<file path="config.mk">
export PLATFORM = sky130hd
export DESIGN_NAME = lz_normalizer
export DESIGN_NICKNAME = d
export VERILOG_FILES = /design/src/rtl/lz_pkg.sv /design/src/rtl/lz_normalizer_count_zero.sv /design/src/rtl/lz_normalizer.sv
export SDC_FILE = /design/constraint.sdc
export NUM_CORES = 1
export LEC_CHECK = 0
export BUFFER_PORTS_ARGS = -buffer_cell sky130_fd_sc_hd__buf_2
export CORE_MARGIN = 2
export CORE_UTILIZATION = 55
export CTS_CLUSTER_SIZE = 25
export DETAILED_ROUTE_END_ITERATION = 16
export PLACE_DENSITY = 0.8
export SLEW_MARGIN = 20
export SYNTH_ARGS = -nofsm -noshare
export SYNTH_HDL_FRONTEND = slang
export SYNTH_HIERARCHICAL = 1
export SYNTH_SLANG_ARGS = --single-unit
</file>
<file path="constraint.sdc">
create_clock -name clk -period 4.2 [get_ports clk]
set_input_delay 0.84 -clock clk [delete_from_list [all_inputs] [get_ports clk]]
set_output_delay 0.84 -clock clk [all_outputs]
set_load 0.005 [all_outputs]
</file>
<file path="src/rtl/lz_pkg.sv">
// Shared types and constants for the multi-cycle leading-zero normalizer.
package lz_pkg;

    typedef enum logic [1:0] {
        ST_IDLE = 2'd0,
        ST_SCAN = 2'd1,
        ST_DONE = 2'd2
    } state_t;

    localparam int NIB_W = 4;

    // Shift-count width able to hold 0..data_w inclusive.
    function automatic int sh_w(input int data_w);
        return $clog2(data_w) + 1;
    endfunction

endpackage

</file>
<file path="src/rtl/lz_normalizer_count_zero.sv">
// 4-bit leading-zero counter; result ranges 0..4 (4 means an all-zero nibble).
module count_zero
    import lz_pkg::*;
(
    input  logic [NIB_W-1:0] i_nib,
    output logic [3:0]       o_cnt
);

    always_comb begin
        o_cnt = 4'd4;
        casez (i_nib)
            4'b1???: o_cnt = 4'd0;
            4'b01??: o_cnt = 4'd1;
            4'b001?: o_cnt = 4'd2;
            4'b0001: o_cnt = 4'd3;
            default: o_cnt = 4'd4;
        endcase
    end

endmodule

</file>
<file path="src/rtl/lz_normalizer.sv">
// Leading-zero normalizer: scans one nibble per cycle, left-justifies the word
// and reports the shift count through a valid/ready result handshake.
module lz_normalizer
    import lz_pkg::*;
#(
    parameter int DATA_W = 16,
    parameter int SH_W   = sh_w(DATA_W)
) (
    input  logic              clk,
    input  logic              rst_n,
    input  logic              i_valid,
    output logic              o_ready,
    input  logic [DATA_W-1:0] i_data,
    output logic              o_valid,
    input  logic              i_ready,
    output logic [DATA_W-1:0] o_data,
    output logic [SH_W-1:0]   o_shift,
    output logic              o_zero
);

    localparam int NIBS  = DATA_W / NIB_W;
    localparam int NIB_CW = $clog2(NIBS + 1);

    localparam logic [NIB_CW-1:0] NIB_LOAD = NIB_CW'(NIBS);
    localparam logic [NIB_CW-1:0] NIB_ONE  = NIB_CW'(1);
    localparam logic [SH_W-1:0]   CNT_NIB  = SH_W'(NIB_W);
    localparam logic [SH_W-1:0]   CNT_FULL = SH_W'(DATA_W);

    state_t              state_q, state_d;
    logic [DATA_W-1:0]   work_q,  work_d;
    logic [SH_W-1:0]     cnt_q,   cnt_d;
    logic [NIB_CW-1:0]   nib_q,   nib_d;
    logic                zero_q,  zero_d;

    logic [3:0]          z;
    logic [SH_W-1:0]     z_ext;

    count_zero u_count_zero (
        .i_nib (work_q[DATA_W-1 -: NIB_W]),
        .o_cnt (z)
    );

    assign z_ext = SH_W'(z);

    always_comb begin
        state_d = state_q;
        work_d  = work_q;
        cnt_d   = cnt_q;
        nib_d   = nib_q;
        zero_d  = zero_q;
        case (state_q)
            ST_IDLE: begin
                if (i_valid) begin
                    work_d  = i_data;
                    cnt_d   = '0;
                    nib_d   = NIB_LOAD;
                    zero_d  = 1'b0;
                    state_d = ST_SCAN;
                end
            end
            ST_SCAN: begin
                if (z == 4'd4) begin
                    if (nib_q > NIB_ONE) begin
                        work_d = work_q << NIB_W;
                        cnt_d  = cnt_q + CNT_NIB;
                        nib_d  = nib_q - NIB_ONE;
                    end else begin
                        // Last nibble also empty: the whole word was zero.
                        work_d  = '0;
                        cnt_d   = CNT_FULL;
                        zero_d  = 1'b1;
                        state_d = ST_DONE;
                    end
                end else begin
                    work_d  = work_q << z;
                    cnt_d   = cnt_q + z_ext;
                    state_d = ST_DONE;
                end
            end
            ST_DONE: begin
                if (i_ready) begin
                    state_d = ST_IDLE;
                end
            end
            default: state_d = ST_IDLE;
        endcase
    end

    always_ff @(posedge clk or negedge rst_n) begin
        if (!rst_n) begin
            state_q <= ST_IDLE;
            work_q  <= '0;
            cnt_q   <= '0;
            nib_q   <= '0;
            zero_q  <= 1'b0;
        end else begin
            state_q <= state_d;
            work_q  <= work_d;
            cnt_q   <= cnt_d;
            nib_q   <= nib_d;
            zero_q  <= zero_d;
        end
    end

    assign o_ready = (state_q == ST_IDLE);
    assign o_valid = (state_q == ST_DONE);
    assign o_data  = work_q;
    assign o_shift = cnt_q;
    assign o_zero  = zero_q;

endmodule
</file>
==> results.txt, run 1 <==
----------------------------------------------------
[Flow run]
  Max-cap violations ... 0

[Synth]
  Top cells by count, synth ... sky130_fd_sc_hd__dfrtp_1 (27), sky130_fd_sc_hd__nand2_1 (26), sky130_fd_sc_hd__nor2_1 (26)
  Register area share after synthesis ... 0.300
  Syn. warnings ... 6
  Summed instance area of the synthesized netlist ... 2250 um2
  Cell with the most instances after synthesis ... sky130_fd_sc_hd__dfrtp_1
  Synth area leaders ... sky130_fd_sc_hd__dfrtp_1 (30%), sky130_fd_sc_hd__mux2i_1 (6.7%), sky130_fd_sc_hd__a21oi_1 (5.1%)
  Unique masters post-synth ... 60
  Post-synthesis cell type with the largest combined area ... sky130_fd_sc_hd__dfrtp_1
  Number of cells produced by synthesis ... 272
  Flop and latch count out of synthesis ... 27
  Syn avg cell area ... 8.29 um2
  Share of async-settable or async-resettable flops after synthesis ... 1.00
  Number of flops mapped to enable cells by yosys ... 0
  Area share of the largest cell type after synthesis ... 0.300
  Syn nets ... 299
  Post-synth top flop ... sky130_fd_sc_hd__dfrtp_1

[Die]
  Width of the die ... 68.0 um
  Placement row count ... 23
  Vertical extent of the die ... 68.0 um
  Initial cell density of the core ... 0.568
  Core outline area ... 3970 um2
  Full die area ... 4630 um2
  Number of I/O pins ... 44

[Global routing]
  Largest net degree at the start of global routing ... 30
  GRT Util Overall ... 0.285
  Vias in the first global route ... 2082
  Overall overflow remaining after global route ... 0
  Global-route wire length before repair ... 9890 um
  Initial antenna violation count ... 0

[Layout]
  Synthesis-to-finish area growth ... 12.4%
  Count of placed standard cells in the final layout, fillers left out ... 355
  N_diodes ... 0
  Layout cell share with drive strength beyond 1 ... 0.233
  Layout net count ... 333
  Final core utilization ... 0.638

[STA]
  Slew of the pin with the lowest slew margin ... 1.01 ns
  Count of endpoints failing hold in the final timing report ... 0
  RSZ-0062 raised after global routing ... false
  Time the final worst path needs with I/O delays and setup ... 2.91 ns
  Post-route clock skew ... 0.00919 ns
  Post-route setup TNS ... 0 ns
  Max transition margin ... 0.326
  Final Max Tran Viols ... 0
  Share of the clock period used by the worst path ... 0.693
  Maximum clock rate ... 0.344 GHz
  Hold WS ... 0.506 ns
  Final setup vio count ... 0

[Clock tree]
  Number of levels in the clock H-tree ... 1
  Clock Tree Buf Depth ... 2
  Clock Root Buffer ... sky130_fd_sc_hd__clkbuf_8
  Clock tree from TritonCTS ... done
  Clock latency of the later-clocked register in the worst-skew pair ... 0.28 ns
  Post-CTS setup buffer count ... 0
  Number of clock sinks seen by CTS ... 27
  Cts hold-fix bufs ... 0
  Post-CTS sizing ... 0
  Reg clk slew, reported paths ... 0.11 ns
  Clock buffer count from CTS ... 3

[Pwr]
  Static leakage ... 1.12 nW
  Combinational cell fraction of total power ... 0.612
  Largest vdd supply drop ... 0.397 mV
  Clk pwr share ... 0.084
  Internal power ... 0.947 mW
  Power per unit of standard cell area ... 752 nW/um2
  Switching pwr ... 0.960 mW
  Switching power share of the total ... 0.504
  Sequential fraction of design power ... 0.304

[Drt]
  Detailed Route WL ... 6290 um
  Total number of vias ... 2295
  Iteration count of the initial detailed-routing pass ... 5
  Count of antenna-violating nets left after detailed routing ... 0
  Routed wire length per instance ... 17.7 um
  Number of violations reported at the end of detailed-routing iteration 0 ... 247
  Vias per cell ... 6.46
  Remaining routing DRC violations ... 0

[Critical path]
  Largest stage delay on the critical path ... 0.77 ns
  Kind of end point of the critical path ... flip-flop
  CP arrival ... 3.08 ns
  Cells along the critical path ... nand2b_1 -> a21oi_2 -> buf_4 -> mux4_2 -> nand2_1 -> o21ai_0 -> o21ai_0 -> a31oi_1
  Data required time of the worst path ... 4.37 ns
  Worst setup path category ... flip-flop to flip-flop
  Library cell contributing the largest single delay on the critical path ... sky130_fd_sc_hd__a21oi_2
  Most frequent cell on the critical path ... sky130_fd_sc_hd__o21ai_0
  Highest fanout seen on the critical path ... 21
  CP Launch Type ... flip-flop

[Place]
  Number of instances in the placed design ... 351
  Estimated wirelength of the detail-placed design ... 4330 um
  Placer Congestion ... 1.05
  IO Port Bufs ... 43

[Run status]
  Outcome ... finished clean

[Hold path]
  Hold Crit Class ... flip-flop to flip-flop

----------------------------------------------------
[registers in the layout, summed over array words and instances (netlist names)]
signal   flops
o_shift      5
o_zero       1
state_q      2
nib_q        3
o_data      16
[power by group through the flow]
stage	sequential (mW)	clock, mW	combinational, mW
after floorplan	0.508	0	0.849
after global placement	0.575	0	1.12
after detailed placement	0.578	0	1.13
after CTS	0.572	0.162	1.14
after global routing	0.598	0.166	1.29
final	0.579	0.161	1.17
[cell families after synthesis]
family,synth area share
multiplexers,0.117
AND/OR/NAND/NOR,0.196
AO/OA/AOI/OAI,0.259
other,0.00166
buffers and inverters,0.0688
adder cells (fa/ha/maj),0.0422
XOR/XNOR,0.0155
flip-flops,0.300
[worst max-delay path: cells and delay by family, from the launching register on]
family	cells	cell delay (ns)
flops	1	0.49
buf+inv	1	0.35
simple gates	2	0.28
compound gates	4	1.14
mux	1	0.53
[final timing paths]
| path | from | to | slack (ns) | cells past startpoint |
|---|---|---|---|---|
| max | o_data[13] | o_data[9] | 1.29 | 8 |
| min | nib_q[0] | nib_q[0] | 0.51 | 1 |
| max reg2reg | o_data[13] | o_data[9] | 1.29 | 8 |
| min reg2reg | nib_q[0] | nib_q[0] | 0.51 | 1 |
| max in group asynchronous | rst_n | o_shift[3] | 3.22 | 1 |
| min in group asynchronous | rst_n | o_data[2] | 0.56 | 1 |
[final cells by class]
| type | instances | area (um2) |
|---|---|---|
| fill | 347 | 1440 |
| inverter | 15 | 56.3 |
| multi-input combinational | 211 | 1440 |
| timing repair buffer | 48 | 253 |
| sequential | 27 | 676 |
| clock inverter | 1 | 5.00 |
| clock buffer | 3 | 41.3 |
| tap | 50 | 62.6 |
[per-stage QoR]
stage / cell area [um2] / setup slack, ns / power [mW]
floorplan: 2250 / 1.93 / 1.36
global placement: 2490 / 1.48 / 1.69
global route: 2530 / 1.09 / 2.05
CTS: 2530 / 1.33 / 1.88
finish: 2530 / 1.29 / 1.91
detailed placement: 2490 / 1.36 / 1.71
[layout by cell type (no fill, tap or decap), drive strengths merged, types with 6 or more instances in the layout]
cell type / instances
buf: 48
dfrtp: 27
nor2: 27
nand2: 26
a21oi: 23
o21ai: 20
mux2i: 15
inv: 15
a31oi: 11
nand3: 8
ha: 6
nor3: 6
[per-layer routing]
metal / track usage / share of wire / vias to the layer above
met4: 0.105 / 0.023 / 0
met5: 0 / 0 / -
met2: 0.444 / 0.45 / 145
met1: 0.403 / 0.44 / 1074
li1: - / - / 1064
met3: 0.0411 / 0.091 / 12
(Power assumes the default switching activity.)
==> inputs of run 2 (changes only) <==
--- a/config.mk
+++ b/config.mk
@@ -5,12 +5,13 @@
 export SDC_FILE = /design/constraint.sdc
 export NUM_CORES = 1
 export LEC_CHECK = 0
+export ABC_AREA = 1
 export BUFFER_PORTS_ARGS = -buffer_cell sky130_fd_sc_hd__buf_2
 export CORE_MARGIN = 2
-export CORE_UTILIZATION = 55
+export CORE_UTILIZATION = 51
 export CTS_CLUSTER_SIZE = 25
 export DETAILED_ROUTE_END_ITERATION = 16
-export PLACE_DENSITY = 0.8
+export PLACE_DENSITY = 0.77
 export SLEW_MARGIN = 20
 export SYNTH_ARGS = -nofsm -noshare
 export SYNTH_HDL_FRONTEND = slang
==> constraint.sdc (replaced) <==
create_clock -name clk -period 2.4 [get_ports clk]
set_input_delay 0.48 -clock clk [delete_from_list [all_inputs] [get_ports clk]]
set_output_delay 0.48 -clock clk [all_outputs]
set_load 0.005 [all_outputs]
==> run 2 against run 1 <==
Sequential power up 65%. Routed wire length down 3.0%. Synthesized cell count up 27%. Worst hold slack worse by 0.30 ns. Largest cell class unchanged. Critical path depth grew 4.
==> results.txt, run 2 <==
----------------------------------------------------
[Synth]
  Top cells by count, synth ... sky130_fd_sc_hd__nand2_1 (113), sky130_fd_sc_hd__nand3_1 (56), sky130_fd_sc_hd__dfrtp_1 (27) (was sky130_fd_sc_hd__dfrtp_1 (27), sky130_fd_sc_hd__nand2_1 (26), sky130_fd_sc_hd__nor2_1 (26))
  Register area share after synthesis ... 0.294 (was 0.300)
  Unique masters post-synth ... 31 (was 60)
  Share of async-settable or async-resettable flops after synthesis ... 1.00 (unchanged)
  Summed instance area of the synthesized netlist ... 2300 um2 (was 2250 um2)
  Flop and latch count out of synthesis ... 27 (unchanged)
  Post-synth top flop ... sky130_fd_sc_hd__dfrtp_1 (unchanged)
  Syn avg cell area ... 6.64 um2 (was 8.29 um2)
  Number of cells produced by synthesis ... 346 (was 272)
  Cell with the most instances after synthesis ... sky130_fd_sc_hd__nand2_1 (was sky130_fd_sc_hd__dfrtp_1)
  Number of flops mapped to enable cells by yosys ... 0 (unchanged)
  Synth area leaders ... sky130_fd_sc_hd__dfrtp_1 (29%), sky130_fd_sc_hd__nand2_1 (18%), sky130_fd_sc_hd__nand3_1 (12%) (was sky130_fd_sc_hd__dfrtp_1 (30%), sky130_fd_sc_hd__mux2i_1 (6.7%), sky130_fd_sc_hd__a21oi_1 (5.1%))
  Syn nets ... 373 (was 299)
  Area share of the largest cell type after synthesis ... 0.294 (was 0.300)
  Post-synthesis cell type with the largest combined area ... sky130_fd_sc_hd__dfrtp_1 (unchanged)
  Syn. warnings ... 6 (unchanged)

[Drt]
  Vias per cell ... 5.56 (was 6.46)
  Iteration count of the initial detailed-routing pass ... 4 (was 5)
  Count of antenna-violating nets left after detailed routing ... 0 (unchanged)
  Detailed Route WL ... 6100 um (was 6290 um)
  Total number of vias ... 2408 (was 2295)
  Remaining routing DRC violations ... 0 (unchanged)
  Routed wire length per instance ... 14.1 um (was 17.7 um)
  Number of violations reported at the end of detailed-routing iteration 0 ... 171 (was 247)

[Clock tree]
  Clock Tree Buf Depth ... 2 (unchanged)
  Clock tree from TritonCTS ... done (unchanged)
  Reg clk slew, reported paths ... 0.09 ns (was 0.11 ns)
  Clock buffer count from CTS ... 3 (unchanged)
  Post-CTS sizing ... 0 (unchanged)
  Clock Root Buffer ... sky130_fd_sc_hd__clkbuf_8 (unchanged)
  Post-CTS setup buffer count ... 0 (unchanged)
  Number of clock sinks seen by CTS ... 27 (unchanged)
  Clock latency of the later-clocked register in the worst-skew pair ... 0.27 ns (was 0.28 ns)
  Number of levels in the clock H-tree ... 1 (unchanged)
  Cts hold-fix bufs ... 0 (unchanged)

[Run status]
  Outcome ... finished clean (unchanged)

[Hold path]
  Hold Crit Class ... primary input to async pin (was flip-flop to flip-flop)

[STA]
  Max transition margin ... 0.589 (was 0.326)
  RSZ-0062 raised after global routing ... false (unchanged)
  Maximum clock rate ... 0.482 GHz (was 0.344 GHz)
  Count of endpoints failing hold in the final timing report ... 0 (unchanged)
  Time the final worst path needs with I/O delays and setup ... 2.08 ns (was 2.91 ns)
  Slew of the pin with the lowest slew margin ... 0.616 ns (was 1.01 ns)
  Final setup vio count ... 0 (unchanged)
  Final Max Tran Viols ... 0 (unchanged)
  Post-route clock skew ... 0.00201 ns (was 0.00919 ns)
  Post-route setup TNS ... 0 ns (unchanged)
  Share of the clock period used by the worst path ... 0.865 (was 0.693)

[Pwr]
  Largest vdd supply drop ... 0.731 mV (was 0.397 mV)
  Power per unit of standard cell area ... 1400 nW/um2 (was 752 nW/um2)
  Static leakage ... 1.35 nW (was 1.12 nW)

[Critical path]
  CP arrival ... 2.30 ns (was 3.08 ns)
  Worst setup path category ... flip-flop to flip-flop (unchanged)
  Kind of end point of the critical path ... flip-flop (unchanged)
  CP Launch Type ... flip-flop (unchanged)
  Highest fanout seen on the critical path ... 18 (was 21)
  Data required time of the worst path ... 2.62 ns (was 4.37 ns)

[Global routing]
  Overall overflow remaining after global route ... 0 (unchanged)
  Vias in the first global route ... 2173 (was 2082)
  Initial antenna violation count ... 0 (unchanged)
  Global-route wire length before repair ... 10000 um (was 9890 um)
  GRT Util Overall ... 0.247 (was 0.285)
  Largest net degree at the start of global routing ... 28 (was 30)

[Layout]
  Most frequent standard cell in the layout excluding fill and tap cells ... sky130_fd_sc_hd__nand2_1 (was sky130_fd_sc_hd__buf_2)
  Layout net count ... 409 (was 333)
  Final core utilization ... 0.582 (was 0.638)
  Sequential cell area in the final layout ... 676 um2 (unchanged)
  Multi-input gate area in the final layout ... 1370 um2 (was 1440 um2)
  N_diodes ... 0 (unchanged)
  Count of placed standard cells in the final layout, fillers left out ... 433 (was 355)
  # fillers ... 425 (was 347)
  Layout cell share with drive strength beyond 1 ... 0.215 (was 0.233)
  Synthesis-to-finish area growth ... 10.3% (was 12.4%)
  Flip-flop count of the largest register, all copies and words added ... 16 (unchanged)
  Commonest cells after routing, fill and taps aside ... sky130_fd_sc_hd__nand2_1 (113), sky130_fd_sc_hd__nand3_1 (56), sky130_fd_sc_hd__buf_2 (43) (was sky130_fd_sc_hd__buf_2 (43), sky130_fd_sc_hd__dfrtp_1 (27), sky130_fd_sc_hd__nor2_1 (26), sky130_fd_sc_hd__nand2_1 (26), sky130_fd_sc_hd__a21oi_1 (22))

[Die]
  Full die area ... 5050 um2 (was 4630 um2)
  Initial cell density of the core ... 0.527 (was 0.568)
  Placement row count ... 24 (was 23)
  Number of I/O pins ... 44 (unchanged)
  Width of the die ... 71.1 um (was 68.0 um)
  Vertical extent of the die ... 71.1 um (was 68.0 um)
  Core outline area ... 4350 um2 (was 3970 um2)

[Place]
  IO Port Bufs ... 43 (unchanged)
  Estimated wirelength of the detail-placed design ... 4670 um (was 4330 um)
  Placer Congestion ... 0.938 (was 1.05)
  Number of instances in the placed design ... 429 (was 351)

[Flow run]
  Max-cap violations ... 0 (unchanged)

----------------------------------------------------
run 2: cell types whose count changed in the layout (fill, tap and decap cells not counted), sizes merged, moves of 5 or more:
cell	before	now
a31oi	11	1
or3	5	0
o21ai	20	27
nand2	26	117
a221oi	5	0
nand3	8	56
nor2b	5	0
nor3	6	0
mux2i	15	0
inv	15	33
run 2: worst max-delay path, cell delays in order, from the launching register on:
cell and delay (ns):
sky130_fd_sc_hd__dfrtp_1 0.44, sky130_fd_sc_hd__inv_2 0.10, sky130_fd_sc_hd__nor2_2 0.03, sky130_fd_sc_hd__nand2_1 0.06, sky130_fd_sc_hd__nand2_1 0.06, sky130_fd_sc_hd__buf_4 0.20
sky130_fd_sc_hd__nor2_2 0.19, sky130_fd_sc_hd__nand2_4 0.15, sky130_fd_sc_hd__nor2_2 0.38, sky130_fd_sc_hd__a21oi_1 0.11, sky130_fd_sc_hd__a21oi_1 0.15, sky130_fd_sc_hd__o21ai_1 0.08
sky130_fd_sc_hd__nand2_1 0.05
run 2: per-layer routing:
layer	track usage	share of wire	vias to the layer above
met2	0.391	0.48	82
met1	0.356	0.45	1108
met3	0.0370	0.069	6
li1	-	-	1212
met5	0	0	-
met4	0.0629	0.0080	0
run 2: final timing paths:
check	slack [ns]	from	depth (start not counted)	end
setup / recovery	0.32	o_data[12]	12	o_data[6]
hold / removal	0.21	rst_n	1	nib_q[0]
setup reg to reg	0.32	o_data[12]	12	o_data[6]
hold reg to reg	0.49	nib_q[0]	1	nib_q[0]
max in group asynchronous	1.79	rst_n	1	o_data[11]
min in group clk	0.40	i_ready	2	state_q[1]
run 2: cell families (layout without fill, tap and decap cells):
logic type      count (synthesis)  count (layout)  synth area share
compound gates                 58              58             0.146
xor+xnor                        3               3            0.0114
fa+ha+maj                       7               7            0.0414
buf+inv                        49              84             0.108
flops                          27              27             0.294
other cells                     1               1           0.00163
simple gates                  201             201             0.397
run 2: report_power, final:
part / internal [mW] / switching (mW) / total [mW]
Combinational: 0.843 / 1.48 / 2.32
Sequential: 0.658 / 0.299 / 0.957
Clock: 0.116 / 0.146 / 0.262
run 2: area by class of cell:
cell class,count,area share
Clock buffer,3,0.0163
Sequential cell,27,0.267
Timing Repair Buffer,47,0.0968
Multi-Input combinational cell,270,0.542
Inverter,33,0.0509
Tap cell,52,0.0257
Clock inverter,1,0.00198
run 2: through the flow:
stage	instance area, um2	hold WS [ns]	worst slack [ns]	total power [mW]
floorplan	2300	0.184	0.260	2.65
global placement	2490	0.459	0.397	3.22
detailed placement	2490	0.479	0.356	3.25
CTS	2530	0.230	0.336	3.52
global route	2530	0.261	0.134	3.90
finish	2530	0.208	0.324	3.54
